--- config.mk ---
export PLATFORM = sky130hd
export DESIGN_NAME = subtractor_serial_n
export DESIGN_NICKNAME = d
export VERILOG_FILES = /design/src/rtl/subtractor_serial_n.sv
export SDC_FILE = /design/constraint.sdc
export NUM_CORES = 1
export LEC_CHECK = 0
export BUFFER_PORTS_ARGS = -buffer_cell sky130_fd_sc_hd__buf_2
export CAP_MARGIN = 40
export CORE_MARGIN = 1.5
export CORE_UTILIZATION = 48
export CTS_CLUSTER_DIAMETER = 80
export DETAILED_ROUTE_END_ITERATION = 10
export HOLD_SLACK_MARGIN = 0.15
export PLACE_DENSITY_LB_ADDON = 0.2
export REMOVE_ABC_BUFFERS = 1
export SLEW_MARGIN = 40
export SYNTH_ARGS = -nofsm -noshare
export SYNTH_HDL_FRONTEND = slang
export SYNTH_SLANG_ARGS = --single-unit
--- constraint.sdc ---
create_clock -name clk -period 1.2 [get_ports clk]
set_input_delay 0.06 -clock clk [delete_from_list [all_inputs] [get_ports clk]]
set_output_delay 0.06 -clock clk [all_outputs]
set_load 0.01 [all_outputs]
--- src/rtl/subtractor_serial_n.sv ---
// Bit-serial n-bit subtractor: diff = X - Y - Bin, one bit per clock, LSB first,
// behind a start/done handshake with operands latched at the accepted start.
module subtractor_serial_n #(
    parameter int n = 8
) (
    input  logic         clk,
    input  logic         rst,
    input  logic         start,
    input  logic [n-1:0] X,
    input  logic [n-1:0] Y,
    input  logic         Bin,
    output logic [n-1:0] diff,
    output logic         borrow,
    output logic         busy,
    output logic         done
);

    localparam int CW = $clog2(n + 1);

    typedef enum logic [1:0] {IDLE, RUN, DONE} state_t;

    state_t         state_q, state_d;
    logic [n-1:0]   x_q, x_d;
    logic [n-1:0]   y_q, y_d;
    logic [n-1:0]   res_q, res_d;
    logic [n-1:0]   diff_q, diff_d;
    logic           b_q, b_d;
    logic           borrow_q, borrow_d;
    logic [CW-1:0]  cnt_q, cnt_d;

    logic           bit_d;
    logic           bit_b;
    logic [n-1:0]   res_shift;

    always_comb begin
        // One full-subtractor cell applied to the current LSBs.
        bit_d = x_q[0] ^ y_q[0] ^ b_q;
        bit_b = (~x_q[0] & y_q[0]) | (~(x_q[0] ^ y_q[0]) & b_q);

        // New bits enter at the MSB so after n shifts bit 0 sits at position 0.
        res_shift        = res_q >> 1;
        res_shift[n-1]   = bit_d;

        state_d  = state_q;
        x_d      = x_q;
        y_d      = y_q;
        res_d    = res_q;
        b_d      = b_q;
        cnt_d    = cnt_q;
        diff_d   = diff_q;
        borrow_d = borrow_q;

        case (state_q)
            IDLE: state_d = IDLE;
            RUN: begin
                x_d   = x_q >> 1;
                y_d   = y_q >> 1;
                b_d   = bit_b;
                res_d = res_shift;
                cnt_d = cnt_q + CW'(1);
                if (cnt_q == CW'(n - 1)) begin
                    state_d  = DONE;
                    diff_d   = res_shift;
                    borrow_d = bit_b;
                end
            end
            DONE:    state_d = IDLE;
            default: state_d = IDLE;
        endcase

        // Start is honoured only when no operation is in flight.
        if (start && (state_q == IDLE || state_q == DONE)) begin
            state_d = RUN;
            x_d     = X;
            y_d     = Y;
            b_d     = Bin;
            cnt_d   = '0;
        end
    end

    always_ff @(posedge clk) begin
        if (rst) begin
            state_q  <= IDLE;
            x_q      <= '0;
            y_q      <= '0;
            res_q    <= '0;
            b_q      <= 1'b0;
            cnt_q    <= '0;
            diff_q   <= '0;
            borrow_q <= 1'b0;
        end else begin
            state_q  <= state_d;
            x_q      <= x_d;
            y_q      <= y_d;
            res_q    <= res_d;
            b_q      <= b_d;
            cnt_q    <= cnt_d;
            diff_q   <= diff_d;
            borrow_q <= borrow_d;
        end
    end

    assign diff   = diff_q;
    assign borrow = borrow_q;
    assign busy   = (state_q == RUN);
    assign done   = (state_q == DONE);

endmodule

==> impl_metrics.ini, run 1 <==
[yosys]
yosysWarnings = 0
syn_avg_cell_area_um2 = 8.57
synth-seq-cells = 39
syn_inst = 183
yosysUniqueCellTypes = 29
synth_area_mm2 = 0.00157
yosysSeqAreaShare_pct = 49.8

[final_layout]
num_antenna_cells = 0
drive_above_1_share_pct = 35.5
fill_cells = 253
area_growth_syn_to_layout_pct = 41.4
layout.nets = 263

[timing]
slew-limit-headroom_pct = 63.9
worst_pin_slew_ns = 0.542
rsz0062_at_grt = yes
finalHoldViolCount = 0
fmax_mhz = 846
setup-tns-final_ns = 0
setup_violations = 0
finalCritPeriodShare_pct = 98.5
skew_ns = 0.0133
period_needed_ns = 1.18
whs_ns = 0.187
final_max_slew_viol_count = 0

[worst_setup_path]
r2r_cells = 6
start_kind = register
required_ns = 1.46
r2r_setup_slack_ns = 0.02
r2r_end = cnt_q[0]
cp.arrival_ns = 1.44
r2r_start = state_q[1]
end_kind = register
crit_fanout = 11
critPathKind = register to register

[hold_path]
hold_end = state_q[0]
min_path_type = input pin to register
min-delay-start = rst
hold_depth = 2

[outcome]
status = completed

[global_routing]
grt_pass1_wl_um = 5750
grt_overflow_total = 0
grt_pass1_vias = 1381
antenna_found_initial = 0
gr-usage-all-layers_pct = 21.4
grt_max_degree = 29

[routing]
drt-total-wl_um = 3540
ant_nets = 0
drc = 0
wl_per_cell_um = 12.4
vias = 1515
drtPass1Iterations = 4
drtIter0Drc = 51
vias_per_cell = 5.30

[cts]
tritoncts.num_buffers = 5
cts.htree.levels = 2
clock_tree.root_cell = clkbuf_4
clkSlewWorstSetupHoldPaths_ns = 0.11
cts_sinks = 39
clkLatencyLatePin_ns = 0.35
cts_buffer_depth = 2
tritoncts = done

[floorplanning]
initial_utilization_pct = 50.9
die_x_um = 60.2
core_area_mm2 = 0.00308
die_area_mm2 = 0.00362
ios = 31
die_y_um = 60.2
num_rows = 20

[pwr]
p_total_mw = 2.48
power.density_mw_per_mm2 = 1120
power.leakage_nw = 0.864
irDropWorstVdd_uv = 630

[place]
post-dp-hpwl_um = 2200
globalplace.congestion = 0.788
numPortBuffers = 30

[job]
drv_cap = 0
power by group:
group	total (mW)	internal, mW	leakage (nW)	switching [mW]
sequential	1.40	1.36	0.321	0.0413
combinational	0.446	0.232	0.508	0.214
clock	0.632	0.218	0.0347	0.414
total	2.48	1.81	0.864	0.670
cells by family after synthesis:
kind of cell | count (synthesis) | synth area share, %
simple gates | 72 | 21.3
compound gates | 47 | 18.2
flops | 39 | 49.8
buf+inv | 19 | 6.23
xor+xnor | 2 | 1.12
mux | 2 | 1.28
fa+ha+maj | 2 | 2.07
per-stage QoR:
| step | setup WS, ns | util, % | instance area, um^2 | cells |
|---|---|---|---|---|
| 2_1_floorplan | -0.545 | - | 1480 | 167 |
| 3_3_place_gp | 0.0144 | 60.4 | 1860 | 257 |
| 3_5_place_dp | -0.111 | 60.4 | 1860 | 257 |
| 4_1_cts | -0.0178 | 69.6 | 2140 | 286 |
| 5_1_grt | -0.0462 | 72.0 | 2220 | 286 |
| 6_report | 0.0177 | 72.0 | 2220 | 286 |
per-layer routing:
| layer | share of wire [%] | track usage (%) | wire (um) |
|---|---|---|---|
| met5 | 0 | 0 | 0 |
| met4 | 1.0 | 7.30 | 36 |
| met3 | 4.0 | 7.14 | 142 |
| met2 | 54 | 39.4 | 1910 |
| met1 | 41 | 22.4 | 1450 |
sequential cells by signal, summed over array words and instances, names as in the netlist:
| register | flops |
|---|---|
| cnt_q | 4 |
| b_q | 1 |
| x_q | 8 |
| res_q | 7 |
| borrow | 1 |
| y_q | 8 |
| state_q | 2 |
| diff | 8 |
worst max-delay path, stage by stage (launching register included):
cell and delay (ns):
dfxtp_2 0.34, nand2b_4 0.15, inv_4 0.05, buf_12 0.13, buf_4 0.15, xnor2_1 0.13, nor3_1 0.16
synthesized netlist by cell type:
library cell,instances,area share (%)
a211oi_2,1,0.80
a21oi_1,21,6.7
a22oi_1,2,0.96
a2bb2oi_1,1,0.56
a311oi_1,7,3.9
and2b_1,1,0.48
and3b_1,1,0.56
buf_2,10,3.2
buf_4,1,0.48
buf_6,1,0.72
clkbuf_1,4,0.96
dfxtp_1,39,50
fa_1,1,1.3
ha_1,1,0.80
inv_1,2,0.48
inv_4,1,0.40
mux2i_1,2,1.3
nand2_1,27,6.5
nand2b_1,2,0.80
nand3_1,13,4.1
nand3b_1,2,0.96
nor2_1,7,1.7
nor2b_1,1,0.40
nor3_1,17,5.4
o21ai_0,9,2.9
o22ai_1,6,2.4
or3_1,1,0.40
xnor2_1,1,0.56
xor2_1,1,0.56
timing repair:
| action | 4_1_cts | 5_1_grt |
|---|---|---|
| buffers inserted | 4 | 0 |
| endpoints found under the hold margin | 17 | 0 |
| resized for setup | 11 | 26 |
| endpoints found under the setup margin | 23 | 24 |
| pin swaps | 0 | 3 |
| hold buffers | 17 | 0 |
area by class of cell:
cell class	instances	area, um^2	area share, %
Clock buffer	5	37.5	1.69
Clock inverter	3	15.0	0.677
Inverter	3	13.8	0.621
Multi-Input combinational cell	125	766	34.5
Sequential cell	39	792	35.7
Tap cell	44	55.1	2.48
Timing Repair Buffer	67	538	24.3
cell usage in the layout (no fill, tap or decap), types with 2 or more instances in the layout:
| cell | n |
|---|---|
| nand3b_1 | 2 |
| nand3_1 | 12 |
| clkinv_2 | 3 |
| nor2_1 | 7 |
| dfxtp_1 | 32 |
| a311oi_1 | 5 |
| o22ai_1 | 6 |
| dlygate4sd3_1 | 17 |
| nand2_1 | 27 |
| buf_2 | 29 |
| mux2i_1 | 2 |
| nor3_1 | 15 |
| nor3_2 | 2 |
| buf_4 | 13 |
| o21ai_0 | 4 |
| buf_12 | 4 |
| a21oi_1 | 17 |
| a21oi_2 | 4 |
| buf_6 | 4 |
| a311oi_2 | 2 |
| o21ai_2 | 4 |
| dfxtp_2 | 6 |
| clkbuf_4 | 5 |
worst max-delay path by stage:
stage,startpoint,to,slack [ns],cells past startpoint
2_1_floorplan,state_q[1],x_q[0],-0.54,4
3_3_place_gp,cnt_q[0],diff[1],0.01,5
3_5_place_dp,state_q[1],y_q[6],-0.11,4
4_1_cts,state_q[1],y_q[6],-0.02,4
5_1_grt,state_q[1],y_q[0],-0.05,6
6_report,state_q[1],cnt_q[0],0.02,6
(Power assumes the default switching activity.)
==> run 2: changes to the inputs <==
- CORE_MARGIN: 1.5 -> unset
==> run 2 against run 1 <==
  * Non-clock buffer count shrank 1
  * Critical path type unchanged
  * Critical endpoint is now y_q[0]
  * Sequential cell count is the same
  * Count of clock-buffer cells in the layout grew 3
  * Largest power group unchanged
==> impl_metrics.ini, run 2 (synthesized netlist as in run 1, its figures left out) <==
[outcome]
status = completed

[pwr]
internal_power_mw = 1.92
combPwrFrac_pct = 16.5
clkPwrFrac_pct = 29.7
power.leakage_nw = 0.863
power.density_mw_per_mm2 = 1180
irDropWorstVdd_uv = 902
p_sw_share_pct = 25.9
p_sw_mw = 0.671
p_seq_share_pct = 53.9

[global_routing]
gr-usage-all-layers_pct = 22.3
grt_use_met1_pct = 25.5
grt_overflow_total = 0
antenna_found_initial = 0
grt_max_degree = 29
grt_pass1_vias = 1356
grt_most_used_layer = met2
use_met3_pct = 4.80
grt_pass1_wl_um = 5800
grt_util_met2_pct = 39.1

[timing]
fin_ws_ns = 0.0193
finalHoldViolCount = 0
fmax_mhz = 847
worst_pin_slew_ns = 0.535
finalCritPeriodShare_pct = 98.4
period_needed_ns = 1.18
rsz0062_at_grt = yes
skew_ns = 0.00834
setup-tns-final_ns = 0
setup_violations = 0
final_max_slew_viol_count = 0
slew-limit-headroom_pct = 64.3

[worst_setup_path]
r2r_start = state_q[1]
required_ns = 1.46
crit_fanout = 20
crit_start = state_q[1]
cp.arrival_ns = 1.44
end_kind = register
critPathKind = register to register
start_kind = register

[place]
globalplace.congestion = 0.765
dp_cells = 257
post-dp-hpwl_um = 2250
numPortBuffers = 30
dpl_worst_slack_ns = -0.0816

[final_layout]
multi_input_comb_area_um2 = 732
drive_above_1_share_pct = 31.4
fill_cells = 248
layout.nets = 263
regArea_um2 = 791
stdcell_count = 286
area_growth_syn_to_layout_pct = 39.8
num_antenna_cells = 0
final_common_cell = dfxtp_1
layout_common_cells = dfxtp_1 (33), buf_2 (30), nand2_1 (27)

[job]
drv_cap = 0

[routing]
ant_nets = 0
drtPass1Iterations = 5
vias_per_cell = 5.19
vias = 1485
drc = 0
drtIter0Drc = 54
wl_per_cell_um = 12.7
drt-total-wl_um = 3620

[floorplanning]
die_x_um = 59.2
die_y_um = 59.2
num_rows = 20
ios = 31
die_area_mm2 = 0.00350
initial_utilization_pct = 50.9
core_area_mm2 = 0.00308

[cts]
tritoncts = done
clkLatencyLatePin_ns = 0.35
cts.htree.levels = 2
clkSlewWorstSetupHoldPaths_ns = 0.11
cts_sinks = 39
clock_tree.root_cell = clkbuf_4
tritoncts.num_buffers = 5
cts_buffer_depth = 2

[hold_path]
min-delay-start = rst
min_path_type = input pin to register
## run 2: cell type report
| type | count | share of cell area (%) |
|---|---|---|
| sequential | 39 | 36.1 |
| multi-input combinational | 125 | 33.4 |
| timing repair buffer | 66 | 23.7 |
| clock buffer | 8 | 3.14 |
| tap | 44 | 2.51 |
| inverter | 3 | 0.856 |
| timing repair inverter | 1 | 0.285 |
## run 2: metrics by stage
step / total power [mW] / hold slack, ns / utilization (%) / area [um^2]
2_1_floorplan: 1.59 / 0.129 / - / 1480
3_3_place_gp: 1.75 / 0.304 / 60.0 / 1850
3_5_place_dp: 1.76 / 0.324 / 60.0 / 1850
4_1_cts: 2.55 / 0.168 / 68.3 / 2100
5_1_grt: 2.71 / 0.205 / 71.2 / 2190
6_report: 2.59 / 0.173 / 71.2 / 2190
## run 2: per-layer routing
layer  part of all wire, %  vias to the layer above
li1                      -                      759
met1                    43                      687
met2                    52                       32
met3                   3.0                        7
met4                   1.7                        0
met5                     0                        -
## run 2: power groups by stage
stage | clock network, mW | registers [mW] | logic (mW)
after floorplan | 0 | 1.41 | 0.180
after global placement | 0 | 1.42 | 0.331
after detailed placement | 0 | 1.42 | 0.342
after CTS | 0.779 | 1.39 | 0.383
after global routing | 0.837 | 1.40 | 0.469
final | 0.768 | 1.39 | 0.426
## run 2: repair_timing
action	4_1_cts	5_1_grt
gates resized for setup	2	28
endpoints found under the hold margin	17	0
gates cloned	0	1
hold buffers	17	0
buffers inserted	2	2
endpoints found under the setup margin	25	24
pin swaps	0	5
## run 2: worst paths after layout
| path | slack, ns | end | depth (start not counted) |
|---|---|---|---|
| setup / recovery | 0.02 | y_q[0] | 4 |
| hold / removal | 0.17 | state_q[0] | 2 |
| hold reg to reg | 0.47 | res_q[1] | 2 |
| setup reg to reg | 0.02 | y_q[0] | 4 |
## run 2: critical path, stage by stage, from the launching register on
cell	delay (ns)
dfxtp_2	0.35
nand2b_4	0.19
buf_12	0.17
nand2_1	0.09
a311oi_2	0.29
==> run 3: changes to the inputs <==
- ABC_AREA: unset -> 1
==> run 3 against run 2 <==
  * Synthesized cell count rose by 16%
  * Core utilization increased by 0.22 points
  * Area after synthesis grew 3.7%
  * Sequential power barely moved
  * Sequential share of layout area decreased by 0.63 points
  * Combinational power rose by 2%
  * Setup slack better by 0.014 ns
  * Clock power is 21% higher
  * Count of clock-buffer cells in the layout is 2 lower
  * Wire length grew 1.6%
  * Critical path type is now register to primary output
  * Largest power group unchanged
  * Highest routed layer unchanged
==> impl_metrics.ini, run 3 <==
[timing]
rsz0062_at_grt = yes
fmax_mhz = 857
skew_ns = 0.0108
finalCritPeriodShare_pct = 97.2
setup_violations = 0
final_max_slew_viol_count = 0
finalHoldViolCount = 0
slew-limit-headroom_pct = 87.9
worst_pin_slew_ns = 0.180
period_needed_ns = 1.17
setup-tns-final_ns = 0

[yosys]
ys.flop_type = dfxtp_1
yosysWarnings = 0
synth-async-reset-ratio_pct = 0
syn_inst = 212
synth_common_cells = dfxtp_1 (39), nand2_1 (36), nor2_1 (26)
yosysSeqAreaShare_pct = 48.0
yosysMostFrequentCell = dfxtp_1
yosysUniqueCellTypes = 24
synth_edf_count = 0
synth_area_mm2 = 0.00163
syn_avg_cell_area_um2 = 7.67
synth_area_leaders = dfxtp_1 (48%), nand2_1 (8.3%), o21ai_0 (7.4%), nor2_1 (6.0%), a21oi_1 (5.5%)
synth_top_area_cell = dfxtp_1
synth-seq-cells = 39
yosysTopAreaCellShare_pct = 48.0

[final_layout]
drive_above_1_share_pct = 27.6
stdcell_count = 323
postLayoutCellArea_mm2 = 0.00223
multi_input_comb_area_um2 = 711
fill_cells = 267
regArea_um2 = 792
layout_common_cells = nand2_1 (36), dfxtp_1 (32), buf_2 (29)
area_growth_syn_to_layout_pct = 37.5
final_common_cell = nand2_1
num_antenna_cells = 0
layout.nets = 300

[routing]
drt-total-wl_um = 3680
drtIter0Drc = 65
drtPass1Iterations = 4
wl_per_cell_um = 11.4
ant_nets = 0
drc = 0
vias_per_cell = 4.78
vias = 1543

[pwr]
power.leakage_nw = 1.01
irDropWorstVdd_uv = 1230
power.density_mw_per_mm2 = 1240

[global_routing]
grt_pass1_vias = 1438
antenna_found_initial = 0
grt_max_degree = 20
grt_overflow_total = 0
gr-usage-all-layers_pct = 23.1
grt_pass1_wl_um = 6130

[hold_path]
min-delay-start = res_q[4]
min_path_type = register to register

[place]
dp_cells = 294
globalplace.congestion = 0.784
post-dp-hpwl_um = 2280
dpl_cell_area_mm2 = 0.00191
numPortBuffers = 30

[worst_setup_path]
required_ns = 1.14
cp.arrival_ns = 1.11
end_kind = primary output
crit_start = state_q[0]
critPathKind = register to primary output
r2r_start = x_q[0]
start_kind = register
crit_fanout = 4

[cts]
clkLatencyLatePin_ns = 0.35
cts.htree.levels = 2
cts_sinks = 39
cts_buffer_depth = 2
clock_tree.root_cell = clkbuf_4
clkSlewWorstSetupHoldPaths_ns = 0.12
tritoncts = done
tritoncts.num_buffers = 5

[job]
drv_cap = 0

[floorplanning]
die_area_mm2 = 0.00362
ios = 31
num_rows = 20
die_x_um = 60.2
initial_utilization_pct = 52.0
core_area_mm2 = 0.00313
die_y_um = 60.2

[outcome]
status = completed
-- run 3: cell count changes after synthesis, sizes merged, moves of 3 or more --
| cell | delta |
|---|---|
| o21ai | +18 |
| nand2 | +13 |
| nor3 | -11 |
| nor2 | +21 |
| inv | +22 |
| buf | -6 |
| a311oi | -7 |
| o22ai | -6 |
| nand3 | +4 |
| a21oi | -3 |
-- run 3: worst paths after layout --
path / endpoint / slack [ns] / cells past startpoint
setup / recovery: busy / 0.03 / 4
hold / removal: res_q[4] / 0.47 / 2
setup reg to reg: b_q / 0.05 / 4
hold reg to reg: res_q[4] / 0.47 / 2
-- run 3: metal layers --
| layer | track usage [%] | vias up | share of wire (%) |
|---|---|---|---|
| met4 | 6.98 | 0 | 1.3 |
| met3 | 5.84 | 5 | 4.1 |
| li1 | - | 814 | - |
| met1 | 26.5 | 682 | 45 |
| met2 | 41.4 | 42 | 50 |
| met5 | 0 | - | 0 |
-- run 3: report_power, final --
part | switching (mW) | internal (mW)
clock | 0.438 | 0.492
sequential | 0.0403 | 1.37
combinational | 0.225 | 0.209
-- run 3: per-stage QoR --
stage / hold WS (ns) / setup slack, ns / power [mW] / utilization [%]
3_5_place_dp: 0.321 / 0.00372 / 1.81 / 60.9
4_1_cts: 0.469 / -0.00123 / 2.78 / 70.6
3_3_place_gp: 0.289 / 0.0182 / 1.80 / 60.9
6_report: 0.467 / 0.0331 / 2.78 / 71.4
5_1_grt: 0.499 / -0.0261 / 2.92 / 71.4
2_1_floorplan: 0.129 / -0.00399 / 1.65 / -
-- run 3: cell families (layout without fill, tap and decap cells) --
group / count (synthesis) / count (layout) / share of synthesized area, %
compound gates: 46 / 46 / 14.3
fa+ha+maj: 2 / 2 / 2.00
buf+inv: 33 / 100 / 9.47
flops: 39 / 39 / 48.0
simple gates: 92 / 92 / 26.2
-- run 3: area by class of cell --
class / instances / area share (%)
flip-flops and latches: 39 / 35.4
repair buffers: 67 / 22.1
clock inverters: 2 / 1.57
multi-input cells: 140 / 31.8
inverters: 25 / 4.31
clock buffers: 6 / 2.30
well taps: 44 / 2.46
-- run 3: timing repair --
item	4_1_cts	5_1_grt
gates resized for setup	4	13
hold buffers	19	0
hold endpoints to repair	24	0
setup endpoints to repair	6	24
setup buffers	2	0
pin swaps	1	4
-- run 3: critical path, cell delays in order (launching register included) --
cell     delay [ns]
dfxtp_4        0.40
inv_4          0.05
nor2_4         0.11
buf_12         0.11
buf_6          0.09
